`src/rtl/dwt4db_analysis_pkg.sv`:
```
// rtl/dwt4db_analysis_pkg.sv - shared db3 Q8 constants, widths and result helpers
package dwt4db_analysis_pkg;

  localparam int SAMPLE_W = 16;
  localparam int PROD_W   = 24;
  localparam int ACC_W    = 26;
  localparam int QSHIFT   = 8;

  localparam int H0 = 85;
  localparam int H1 = 207;
  localparam int H2 = 118;
  localparam int H3 = -35;
  localparam int H4 = -22;
  localparam int H5 = 9;

  localparam int G0 = 9;
  localparam int G1 = 22;
  localparam int G2 = -35;
  localparam int G3 = -118;
  localparam int G4 = 207;
  localparam int G5 = -85;

  // g is a sign-flipped reversal of h, so six magnitudes cover both filters
  typedef struct packed {
    logic signed [PROD_W-1:0] p9;
    logic signed [PROD_W-1:0] p22;
    logic signed [PROD_W-1:0] p35;
    logic signed [PROD_W-1:0] p85;
    logic signed [PROD_W-1:0] p118;
    logic signed [PROD_W-1:0] p207;
  } rag_t;

  function automatic logic signed [ACC_W-1:0] ext(input logic signed [PROD_W-1:0] p);
    return {{(ACC_W-PROD_W){p[PROD_W-1]}}, p};
  endfunction

  function automatic logic signed [SAMPLE_W-1:0] sat16(input logic signed [ACC_W-1:0] acc);
    logic signed [ACC_W-1:0] s;
    s = acc >>> QSHIFT;
    if (s > 26'sd32767)
      return 16'sh7fff;
    else if (s < -26'sd32768)
      return 16'sh8000;
    return s[SAMPLE_W-1:0];
  endfunction

endpackage

```
`src/rtl/dwt4db_analysis_rag4db.sv`:
```
// rtl/dwt4db_analysis_rag4db.sv - shift-add constant multiplier for the db3 Q8 magnitudes
module rag4db
  import dwt4db_analysis_pkg::*;
(
  input  logic [15:0] x,
  output rag_t        p
);

  logic signed [PROD_W-1:0] x1, x3, x5, x9;

  assign x1 = {{(PROD_W-SAMPLE_W){x[15]}}, x};
  assign x3 = (x1 <<< 1) + x1;
  assign x5 = (x1 <<< 2) + x1;
  assign x9 = (x1 <<< 3) + x1;

  assign p.p9   = x9;
  assign p.p22  = (x9 <<< 1) + (x1 <<< 2);
  assign p.p35  = (x1 <<< 5) + x3;
  assign p.p85  = (x5 <<< 4) + x5;
  assign p.p118 = (x1 <<< 7) - (x5 <<< 1);
  assign p.p207 = (x1 <<< 8) - (x3 <<< 4) - x1;

endmodule

```
`src/rtl/dwt4db_analysis.sv`:
```
// rtl/dwt4db_analysis.sv - db3 forward analysis bank, one (a,d) pair per two accepted samples
module dwt4db_analysis
  import dwt4db_analysis_pkg::*;
(
  input  logic        clk,
  input  logic        rst,
  input  logic [15:0] x,
  input  logic        x_valid,
  output logic [15:0] a,
  output logic [15:0] d,
  output logic        ad_valid
);

  logic                    phase;
  logic [15:0]             x_even;
  logic signed [ACC_W-1:0] r1_a, r2_a, r1_d, r2_d;
  logic signed [ACC_W-1:0] acc_a, acc_d, n1_a, n2_a, n1_d, n2_d;
  rag_t                    po, pe;

  rag4db u_rag_odd  (.x(x),      .p(po));
  rag4db u_rag_even (.x(x_even), .p(pe));

  // Transposed polyphase form: r1/r2 carry the contributions of the previous
  // one and two pairs, so only the current pair needs multiplying.
  always_comb begin
    acc_a = ext(po.p85) + ext(pe.p207) + r1_a;
    n1_a  = ext(po.p118) - ext(pe.p35) + r2_a;
    n2_a  = ext(pe.p9) - ext(po.p22);
    acc_d = ext(po.p9) + ext(pe.p22) + r1_d;
    n1_d  = r2_d - ext(po.p35) - ext(pe.p118);
    n2_d  = ext(po.p207) - ext(pe.p85);
  end

  always_ff @(posedge clk or posedge rst) begin
    if (rst) begin
      phase    <= 1'b0;
      x_even   <= '0;
      r1_a     <= '0;
      r2_a     <= '0;
      r1_d     <= '0;
      r2_d     <= '0;
      a        <= '0;
      d        <= '0;
      ad_valid <= 1'b0;
    end else begin
      ad_valid <= 1'b0;
      if (x_valid) begin
        if (!phase) begin
          x_even <= x;
          phase  <= 1'b1;
        end else begin
          phase    <= 1'b0;
          a        <= sat16(acc_a);
          d        <= sat16(acc_d);
          ad_valid <= 1'b1;
          r1_a     <= n1_a;
          r2_a     <= n2_a;
          r1_d     <= n1_d;
          r2_d     <= n2_d;
        end
      end
    end
  end

endmodule
```
`config.mk`:
```
export PLATFORM = sky130hd
export DESIGN_NAME = dwt4db_analysis
export DESIGN_NICKNAME = d
export VERILOG_FILES = /design/src/rtl/dwt4db_analysis_pkg.sv /design/src/rtl/dwt4db_analysis_rag4db.sv /design/src/rtl/dwt4db_analysis.sv
export SDC_FILE = /design/constraint.sdc
export NUM_CORES = 1
export LEC_CHECK = 0
export ABC_AREA = 1
export BUFFER_PORTS_ARGS = -buffer_cell sky130_fd_sc_hd__buf_2
export CORE_ASPECT_RATIO = 1.75
export CORE_MARGIN = 2
export CORE_UTILIZATION = 65
export DETAILED_ROUTE_END_ITERATION = 16
export GPL_ROUTABILITY_DRIVEN = 0
export GPL_TIMING_DRIVEN = 0
export PLACE_DENSITY = 0.82
export SLEW_MARGIN = 20
export SYNTH_ARGS = -nofsm -noshare
export SYNTH_HDL_FRONTEND = slang
export SYNTH_SLANG_ARGS = --single-unit
```
`constraint.sdc`:
```
create_clock -name clk -period 14.6 [get_ports clk]
set_input_delay 4.38 -clock clk [delete_from_list [all_inputs] [get_ports clk]]
set_output_delay 4.38 -clock clk [all_outputs]
set_load 0.02 [all_outputs]
```
==> flow_metrics.py, run 1 <==
metrics = {
    "global_route": {
        "global_route_total_usage_across_every_layer": 0.484,
        "grt_overflow_total": 3,
        "first_pass_grt_wire_length_mm": 155,
        "grt_max_degree": 87,
        "via_count_of_the_first_global_routing_pass": 28300,
    },
    "floorplanning": {
        "floorplan.initialDensity": 0.658,
        "die-height_um": 273,
        "ioPinCount": 52,
        "chipWidth_um": 158,
        "rows": 98,
    },
    "clock_network": {
        "cts-root-buf": "clkbuf_16",
        "postCtsSetupBuffers": 0,
        "cts_repair_resize_count": 0,
        "longest_clk_path_bufs": 2,
        "tritoncts_sink_count": 150,
        "cts_buffers": 17,
        "post_cts_hold_buffer_count": 0,
        "cts.htree.levels": 4,
    },
    "logic_synthesis": {
        "syn-instance-count": 3702,
        "synth-main-ff-cell": "dfrtp_1",
        "yosys.cell_types.count": 62,
        "synth_warnings": 0,
        "ys_async_rst_share": 1.00,
        "post_synthesis_net_count": 4281,
        "synth_enable_flop_cells": 0,
        "synth.yosys.seq_area_share": 0.140,
        "yosys_register_bits": 150,
        "syn-cell-area_mm2": 0.0269,
        "syn_avg_cell_area_um2": 7.26,
    },
    "place": {
        "buffers_added_on_ports": 51,
        "dp_hpwl_mm": 75.5,
        "placed_cell_area_mm2": 0.0279,
        "place_ws_ns": 3.24,
    },
    "status": {
        "firstError": "[ERROR GRT-0116] Global routing finished with congestion. Check the congestion regions in the DRC Viewer.",
        "outcome": "did not finish",
        "flow.stopped_at": "global routing (5_1_grt)",
    },
}
-- cells by family after synthesis --
group,after synthesis,synth area share
buf+inv,733,0.106
fa+ha+maj,560,0.320
flops,150,0.140
simple gates,1283,0.204
xor+xnor,224,0.0730
compound gates,752,0.158
-- cell usage after synthesis, types with 11 or more instances --
cell type | instances | area share
nor2_1 | 220 | 0.031
or2_2 | 24 | 0.0056
o2111ai_1 | 11 | 0.0036
inv_1 | 679 | 0.095
a21oi_2 | 23 | 0.0075
ha_1 | 349 | 0.16
o21a_1 | 11 | 0.0031
nor3_1 | 50 | 0.0093
nand4_1 | 33 | 0.0077
o21ai_1 | 18 | 0.0034
nand3_1 | 141 | 0.026
a21o_1 | 28 | 0.0078
clkbuf_1 | 29 | 0.0040
o21bai_1 | 35 | 0.0098
xor2_1 | 156 | 0.051
a31oi_1 | 30 | 0.0070
dfrtp_1 | 150 | 0.14
fa_1 | 211 | 0.16
xnor2_1 | 68 | 0.022
o21ai_0 | 201 | 0.037
o31ai_1 | 12 | 0.0034
a21oi_1 | 345 | 0.064
nand2_2 | 15 | 0.0035
nand2_1 | 752 | 0.10
-- metrics by stage --
| stage | hold WS (ns) | instances |
|---|---|---|
| floorplan | 0.449 | 3702 |
| global placement | 0.463 | 4303 |
| detailed placement | 0.473 | 4305 |
| CTS | 0.490 | 4337 |
-- layer usage --
| metal | GRT overflow | GRT usage |
|---|---|---|
| met5 | 0 | 0 |
| met2 | 0 | 0.750 |
| met3 | 1 | 0.192 |
| met1 | 0 | 0.455 |
| met4 | 2 | 0.534 |
==> inputs of run 2 (changes only) <==
--- a/config.mk
+++ b/config.mk
@@ -7,13 +7,12 @@
 export LEC_CHECK = 0
 export ABC_AREA = 1
 export BUFFER_PORTS_ARGS = -buffer_cell sky130_fd_sc_hd__buf_2
-export CORE_ASPECT_RATIO = 1.75
 export CORE_MARGIN = 2
-export CORE_UTILIZATION = 65
+export CORE_UTILIZATION = 40
 export DETAILED_ROUTE_END_ITERATION = 16
 export GPL_ROUTABILITY_DRIVEN = 0
 export GPL_TIMING_DRIVEN = 0
-export PLACE_DENSITY = 0.82
+export PLACE_DENSITY_LB_ADDON = 0.15
 export SLEW_MARGIN = 20
 export SYNTH_ARGS = -nofsm -noshare
 export SYNTH_HDL_FRONTEND = slang
==> flow_metrics.py, run 2 <==
metrics = {
    "status": {
        "outcome": "finished clean",
    },
    "logic_synthesis": {
        "syn-instance-count": 3702,
        "yosys_register_bits": 150,
        "syn-cell-area_mm2": 0.0269,
        "synth.cells.most_frequent": "752 x nand2_1, 679 x inv_1, 349 x ha_1, 345 x a21oi_1, 220 x nor2_1",
        "syn_avg_cell_area_um2": 7.26,
        "synth_largest_area_cell": "ha_1",
        "synth-main-ff-cell": "dfrtp_1",
        "yosys.cell_types.count": 62,
        "yosysMostFrequentCell": "nand2_1",
        "synth_warnings": 0,
        "synth.yosys.seq_area_share": 0.140,
        "post_synthesis_net_count": 4281,
        "yosysTopAreaCellShare": 0.162,
        "ys_async_rst_share": 1.00,
        "largest_cells_by_area_after_synthesis": "ha_1 16%, fa_1 16%, dfrtp_1 14%",
        "synth_enable_flop_cells": 0,
    },
    "floorplanning": {
        "floorplan.initialDensity": 0.402,
        "die-height_um": 263,
        "chipWidth_um": 263,
        "rows": 95,
        "ioPinCount": 52,
        "floorplan.die_area_mm2": 0.0693,
        "core_box_area_mm2": 0.0668,
    },
    "layout": {
        "final_common_cell": "nand2_1",
        "reg.largest.list": "r1_a x26, r1_d x26, r2_d x25",
        "drive_gt1_frac": 0.0555,
        "area.growth.synth_to_final_pct": 7.51,
        "num_antenna_cells": 0,
        "final_standard_cell_area_without_fillers_mm2": 0.0289,
        "final_layout_net_count": 4353,
        "commonest_cells_after_routing_fill_and_taps_aside": "752 x nand2_1, 677 x inv_1, 349 x ha_1, 345 x a21oi_1, 220 x nor2_1",
        "fin_util": 0.433,
    },
    "worst_hold_path": {
        "hp-start": "d[15]",
        "timing.hold.worst.class": "flip-flop to flip-flop",
    },
    "drt": {
        "number_of_design_rule_violations_left_by_the_first_detailed_router_iteration": 1451,
        "routed-via-count": 24400,
        "drt-wirelength-per-cell_um": 19.8,
        "post-route-drc-count": 0,
        "drt_wl_total_mm": 92.4,
        "antenna_violating_nets_post_route": 0,
        "detail_route.vias_per_cell": 5.23,
        "drt-pass1-iter-count": 6,
    },
    "clock_network": {
        "worst_skew_pair.late_latency_ns": 0.51,
        "cts.clk_slew.worst_paths_ns": 0.08,
        "cts_tree": "yes",
        "tritoncts_sink_count": 150,
        "cts_repair_resize_count": 0,
        "postCtsSetupBuffers": 0,
        "cts-root-buf": "clkbuf_16",
        "longest_clk_path_bufs": 2,
        "post_cts_hold_buffer_count": 0,
        "cts_buffers": 17,
        "cts.htree.levels": 4,
    },
    "setup_path": {
        "start_kind": "input port",
        "crit_required_ns": 15.00,
        "worstReg2RegStart": "x_even[2]",
        "worst-path-max-fanout": 12,
        "worst-setup-path-type": "input port to flip-flop",
        "timing.critical_path.to_type": "flip-flop",
        "path_common_cell": "nand2_1",
        "cp_data_arrival_time_ns": 11.65,
        "worst_setup_path_startpoint": "x[1]",
        "timing.critical_path.slowest_cell_delay_ns": 0.65,
        "timing.critical_path.slowest_stage_cell": "inv_1",
    },
    "sta": {
        "max_freq_mhz": 88.9,
        "setup_slack_ns": 3.35,
        "final_hold_viols": 0,
        "final_period_minus_worst_setup_slack_ns": 11.25,
        "layout_worst_path_cycle_share": 0.770,
        "tightest_slew_ns": 1.20,
        "fin_tns_setup_ns": 0,
        "grt_setup_unrepaired": "false",
        "skew_ns": 0.0209,
        "max_slew_headroom_at_the_worst_pin": 0.203,
        "final_max_tran_viols": 0,
        "timing.final.setup_violations": 0,
    },
    "global_route": {
        "via_count_of_the_first_global_routing_pass": 24800,
        "met1_grt_util": 0.343,
        "grt_use_met2": 0.478,
        "first_pass_grt_wire_length_mm": 144,
        "grt.busiest_layer": "met2",
        "antenna_violations_before_repair": 5,
        "global_route_total_usage_across_every_layer": 0.274,
        "met3_grt_util": 0.0311,
        "grt_max_degree": 82,
        "grt_overflow_total": 0,
    },
    "place": {
        "buffers_added_on_ports": 51,
        "placed_cell_area_mm2": 0.0283,
        "dp_hpwl_mm": 77.0,
        "place_ws_ns": 2.88,
    },
    "run": {
        "timing.max_cap.violations": 0,
    },
}
[run 2: final timing paths]
kind / to / slack (ns) / cells after the start
setup / recovery: r1_d[23] / 3.35 / 34
hold / removal: d[15] / 0.48 / 2
setup reg to reg: a[0] / 6.03 / 37
hold reg to reg: d[15] / 0.48 / 2
max in group asynchronous: x_even[15] / 9.76 / 3
min in group asynchronous: a[1] / 3.93 / 2
[run 2: final cells by class]
type                    instances  area (µm²)
plain buffers                  43         253
clock buffers                  17         425
clock inverters                15         186
fillers                      7118       37900
inverters                     690        2600
multi-input cells            2819       20300
flip-flops and latches        150        3760
well taps                     873        1090
repair buffers                 53         303
[run 2: routing by layer]
| layer | part of all wire | wire [µm] | up-vias |
|---|---|---|---|
| li1 | - | - | 12100 |
| met5 | 0.00016 | 15 | - |
| met3 | 0.038 | 3510 | 147 |
| met1 | 0.44 | 40400 | 11500 |
| met4 | 0.045 | 4140 | 2 |
| met2 | 0.48 | 44400 | 577 |
[run 2: cells by family (layout without fill, tap and decap cells)]
logic type	after synthesis	after routing	synth area share
compound gates	752	752	0.158
xor+xnor	224	224	0.0730
fa+ha+maj	560	560	0.320
buf+inv	733	818	0.106
flops	150	150	0.140
simple gates	1283	1283	0.204
[run 2: worst max-delay path, delay by kind of cell]
family | cells | cell delay (ns)
AOI/OAI and AO/OA | 11 | 1.81
xor gates and xnor gates | 2 | 0.53
buffers and inverters | 5 | 1.40
adders and majority gates | 5 | 2.20
and+or+nand+nor | 11 | 1.32
[run 2: stage by stage]
step,hold slack [ns],instances
after floorplan,0.449,3702
after global placement,0.461,4626
after detailed placement,0.463,4628
after CTS,0.483,4660
after global routing,0.513,4660
final,0.477,4660
Power of run 2 is left out: the tool's default activity adds up to more than one toggle a clock period on the data nets, which glitch-free logic cannot reach.
